[config.mk]
export PLATFORM = sky130hd
export DESIGN_NAME = mp_add_seq
export DESIGN_NICKNAME = d
export VERILOG_FILES = /design/src/rtl/mp_arith_pkg.sv /design/src/rtl/adder8_core.sv /design/src/rtl/mp_add_seq.sv
export SDC_FILE = /design/constraint.sdc
export NUM_CORES = 1
export LEC_CHECK = 0
export CORE_ASPECT_RATIO = 0.75
export CORE_MARGIN = 3
export CORE_UTILIZATION = 51
export CTS_CLUSTER_SIZE = 8
export DETAILED_ROUTE_END_ITERATION = 10
export MAX_ROUTING_LAYER = met4
export PLACE_DENSITY = 0.87
export SYNTH_ARGS = -nofsm -noshare
export SYNTH_HDL_FRONTEND = slang
export SYNTH_SLANG_ARGS = --single-unit
export TNS_END_PERCENT = 10
[constraint.sdc]
create_clock -name clk -period 5.05 [get_ports clk]
set_input_delay 0.505 -clock clk [delete_from_list [all_inputs] [get_ports clk]]
set_output_delay 0.505 -clock clk [all_outputs]
set_load 0.02 [all_outputs]
[src/rtl/mp_arith_pkg.sv]
// Shared types and constants for the multi-precision add/subtract sequencer.
package mp_arith_pkg;

   typedef enum logic [1:0] {
      IDLE = 2'd0,
      RUN  = 2'd1,
      DONE = 2'd2
   } state_t;

   localparam int unsigned BYTE_W = 8;

   // Byte index width: max(1, clog2(words)).
   function automatic int unsigned calc_idxw(input int unsigned words);
      return (words <= 2) ? 1 : $clog2(words);
   endfunction

endpackage

[src/rtl/adder8_core.sv]
// 8-bit ripple-carry adder shared by all byte lanes.
module adder8_core (
   output logic [7:0] S,
   output logic       Cout,
   input  logic [7:0] X,
   input  logic [7:0] Y,
   input  logic       Cin
);

   logic [8:0] c;

   assign c[0] = Cin;

   // One full adder per bit, carry rippling upward.
   for (genvar i = 0; i < 8; i++) begin : g_fa
      assign S[i]   = X[i] ^ Y[i] ^ c[i];
      assign c[i+1] = (X[i] & Y[i]) | (c[i] & (X[i] ^ Y[i]));
   end

   assign Cout = c[8];

endmodule

[src/rtl/mp_add_seq.sv]
// Multi-precision add/subtract: one byte pair per cycle through a shared 8-bit adder.
module mp_add_seq
   import mp_arith_pkg::*;
#(
   parameter int unsigned WORDS = 4
) (
   input  logic                    clk,
   input  logic                    rst,
   input  logic                    start,
   input  logic                    sub,
   input  logic [WORDS*BYTE_W-1:0] a_in,
   input  logic [WORDS*BYTE_W-1:0] b_in,
   output logic [WORDS*BYTE_W-1:0] sum_out,
   output logic                    cout,
   output logic                    ovf,
   output logic                    busy,
   output logic                    done
);

   localparam int unsigned IDXW = calc_idxw(WORDS);
   localparam int unsigned W    = WORDS * BYTE_W;
   localparam logic [IDXW-1:0] LAST = IDXW'(WORDS - 1);

   state_t            state_q, state_d;
   logic [IDXW-1:0]   idx_q, idx_d;
   logic              carry_q, carry_d;
   logic              sub_q, sub_d;
   logic [W-1:0]      a_q, a_d;
   logic [W-1:0]      b_q, b_d;
   logic [W-1:0]      sum_d;
   logic              cout_d, ovf_d, busy_d, done_d;

   logic [BYTE_W-1:0] x, y, s;
   logic              co;

   // Current byte lane; B is inverted for subtract (carry-in supplies the +1).
   always_comb begin
      x = a_q[idx_q*BYTE_W +: BYTE_W];
      y = b_q[idx_q*BYTE_W +: BYTE_W] ^ {BYTE_W{sub_q}};
   end

   adder8_core u_adder (
      .S    (s),
      .Cout (co),
      .X    (x),
      .Y    (y),
      .Cin  (carry_q)
   );

   // Next-state and next-output logic.
   always_comb begin
      state_d = state_q;
      idx_d   = idx_q;
      carry_d = carry_q;
      sub_d   = sub_q;
      a_d     = a_q;
      b_d     = b_q;
      sum_d   = sum_out;
      cout_d  = cout;
      ovf_d   = ovf;
      busy_d  = 1'b0;
      done_d  = 1'b0;

      case (state_q)
         IDLE: begin
            if (start) begin
               a_d     = a_in;
               b_d     = b_in;
               sub_d   = sub;
               carry_d = sub;
               sum_d   = '0;
               cout_d  = 1'b0;
               ovf_d   = 1'b0;
               idx_d   = '0;
               busy_d  = 1'b1;
               state_d = RUN;
            end
         end
         RUN: begin
            busy_d                           = 1'b1;
            sum_d[idx_q*BYTE_W +: BYTE_W]    = s;
            carry_d                          = co;
            if (idx_q == LAST) begin
               cout_d  = co;
               ovf_d   = x[BYTE_W-1] ^ y[BYTE_W-1] ^ s[BYTE_W-1] ^ co;
               done_d  = 1'b1;
               state_d = DONE;
            end else begin
               idx_d = idx_q + IDXW'(1);
            end
         end
         DONE: begin
            state_d = IDLE;
         end
         default: begin
            state_d = IDLE;
         end
      endcase
   end

   // State, datapath and output registers.
   always_ff @(posedge clk or posedge rst) begin
      if (rst) begin
         state_q <= IDLE;
         idx_q   <= '0;
         carry_q <= 1'b0;
         sub_q   <= 1'b0;
         a_q     <= '0;
         b_q     <= '0;
         sum_out <= '0;
         cout    <= 1'b0;
         ovf     <= 1'b0;
         busy    <= 1'b0;
         done    <= 1'b0;
      end else begin
         state_q <= state_d;
         idx_q   <= idx_d;
         carry_q <= carry_d;
         sub_q   <= sub_d;
         a_q     <= a_d;
         b_q     <= b_d;
         sum_out <= sum_d;
         cout    <= cout_d;
         ovf     <= ovf_d;
         busy    <= busy_d;
         done    <= done_d;
      end
   end

endmodule

==> impl_metrics.csv <==
group,metric,value,unit
status,outcome,"complete, no violations",
final_layout,area_growth,26.9,%
synthesis,avgSynthCellArea,16.3,µm²
die,core_area,9310,µm²
cts,cts_sinks,106,
synthesis,synth_top_area_share,52.7,%
sta,worstMarginPinSlew,1.13,ns
final_layout,n_antenna_cell,0,
die,fp-row-count,30,
synthesis,syn_nets,389,
power,ir_worst_vdd,0.471,mV
critical_path,cp_slowest_stage_delay,0.54,ns
placed_design,dpl_cell_area,6060,µm²
synthesis,synthFlopType,"dfrtp_1",
global_routing,track_usage,20.7,%
power,power_density,790,nW/µm²
final_layout,drive_gt1_share,25.4,%
final_layout,final-seq-area,2650,µm²
cts,clock_latency,0.34,ns
synthesis,syn_area,5030,µm²
route,dr.first_iter.drc_count,194,
sta,setup_ws,0.282,ns
sta,finClkSkew,0.00958,ns
cts,numCtsBuffers,9,
route,routed_wirelength,10.5,mm
synthesis,synthCells,308,
synthesis,synth_edf_count,0,
die,chipHeight,92.0,µm
route,viasPerCell,5.54,
cts,htree_levels,3,
critical_path,path_cells,"mux4_2, xor2_1, fa_1, fa_1, fa_1, fa_1, fa_1, inv_1, fa_1, fa_1, inv_1, fa_1, xnor2_1, xnor2_1, a22o_1",
sta,tns,0,ns
min_path,hold_class,"flop to flop",
final_layout,finish.utilization,68.6,%
cts,post_cts_resized,0,
final_layout,final_nets,489,
run,max_cap_violations,0,
die,io_pins,104,
die,die_w,121,µm
critical_path,endpoint_kind,"flop",
final_layout,multi_input_area,2130,µm²
cts,cts_tree,"yes",
sta,finalSetupViolations,0,
global_routing,grt_pass1_wl,17.2,mm
global_routing,grt.overflow.total,0,
synthesis,synth_largest_area_cell,"dfrtp_1",
synthesis,synth_common_cells,"dfrtp_1, mux2_4, a22o_1",
sta,fin_crit,4.77,ns
placed_design,place_ws,0.317,ns
critical_path,crit_top_cell,"fa_1",
final_layout,fillers,652,
power,p_leak,2.82,nW
sta,holdWs,0.504,ns
route,wl_per_cell,19.4,µm
critical_path,critPathBufInv,2,
die,die_area,11100,µm²
synthesis,async_flop_share,100,%
route,drc_errors,0,
synthesis,yosysMostFrequentCell,"dfrtp_1",
route,drtAntennaViolNets,0,
die,initial_core_util,54.0,%
cts,cts_hold_buf,0,
placed_design,port_buffers,103,
synthesis,yosys_warnings,0,
sta,rsz0062_at_grt,"false",
sta,fin_crit_sh,94.4,%
synthesis,synth-seq-cells,106,
route,dr_total_vias,2999,
sta,hold_violations,0,
synthesis,yosysSeqAreaShare,52.7,%
critical_path,path_class,"flop to flop",
critical_path,critPathLaunchType,"flop",
synthesis,ys_types,38,
critical_path,worstPathMaxFanout,5,
cts,root_buffer,"clkbuf_16",
synthesis,netlist_top_cells_area,"dfrtp_1, mux2_4, a22o_1, mux4_2, mux2_2",
global_routing,grt_antenna_before_repair,0,
critical_path,cp_slowest_cell,"fa_1",
critical_path,cp.arrival,5.00,ns
route,drtPass1Iterations,4,
sta,maxSlewHeadroom,24.3,%
sta,drv_slew,0,
placed_design,place.gp.congestion,0.852,
critical_path,cpLargestDelayFamily,"adder cells",
global_routing,grt_max_degree,68,
final_layout,design_area,6380,µm²
placed_design,hpwl,7.79,mm
cts,path_clk_slew,0.07,ns
cts,post_cts_buffers,0,
critical_path,required,5.28,ns
global_routing,grt_pass1_vias,3209,
sta,max_freq,210,MHz
cts,clk_path_buf_depth,2,
## layout by cell type, fill, tap and decap left out, types with 5 or more instances in the layout
cell / n
mux2_4: 50
a22o_1: 34
inv_1: 8
ha_1: 5
mux4_2: 13
xor2_1: 6
buf_4: 5
dfrtp_1: 106
clkdlybuf4s50_1: 103
mux2_2: 15
clkbuf_16: 9
fa_1: 8
## layout make-up
type	instances	area share (%)
tap	128	2.51
sequential	106	41.6
timing repair buffer	108	16.7
multi-input combinational	172	33.4
clock buffer	9	3.53
clock inverter	7	1.55
inverter	11	0.686
## state kept, by name, summed over array words and instances (netlist names)
| name | count |
|---|---|
| busy | 1 |
| carry_q | 1 |
| sub_q | 1 |
| state_q | 2 |
| sum_out | 32 |
| cout | 1 |
| idx_q | 2 |
| a_q | 32 |
| done | 1 |
| ovf | 1 |
| b_q | 32 |
## final timing paths
path / to / slack [ns] / startpoint / cells past startpoint
min in group asynchronous: b_q[15] / 0.71 / rst / 2
max in group asynchronous: sum_out[4] / 3.37 / rst / 3
setup reg to reg: ovf / 0.28 / idx_q[0] / 15
hold reg to reg: a_q[24] / 0.50 / a_q[24] / 1
hold / removal: a_q[24] / 0.50 / a_q[24] / 1
setup / recovery: ovf / 0.28 / idx_q[0] / 15
## where the power goes
part | leakage (nW) | total (W) | switching [W] | internal [W]
clock network | 0.156 | 0.000747 | 0.000309 | 0.000438
logic | 1.34 | 0.00278 | 0.00137 | 0.00141
registers | 1.32 | 0.00151 | 0.000273 | 0.00124
total | 2.82 | 0.00504 | 0.00195 | 0.00309
## worst register-to-register path: cells and delay by family (launching register included)
kind	cells	cell delay (ns)
adder cells (fa/ha/maj)	8	2.89
XOR/XNOR	3	0.49
AO/OA/AOI/OAI	1	0.19
multiplexers	1	0.53
flip-flops	1	0.43
buffers and inverters	2	0.14
## metal layers
layer	global-route usage (%)	vias up	share of wire, %
met5	-	-	0
li1	-	1335	-
met4	6.42	0	1.6
met3	4.25	13	5.8
met2	32.3	123	47
met1	27.9	1528	46
## metrics by stage
stage,instances,total power (W)
floorplan,308,0.00348
global placement,525,0.00418
detailed placement,525,0.00428
CTS,541,0.00506
global route,541,0.00538
finish,541,0.00504
## cells by family after synthesis
kind of cell	Yosys count	synth area share, %
AO/OA/AOI/OAI	46	7.49
flip-flops	106	52.7
XOR/XNOR	10	1.74
multiplexers	81	25.7
buffers and inverters	30	4.87
adder cells (fa/ha/maj)	13	4.43
AND/OR/NAND/NOR	22	3.08
Note: power is estimated with default switching activity, not from simulation.
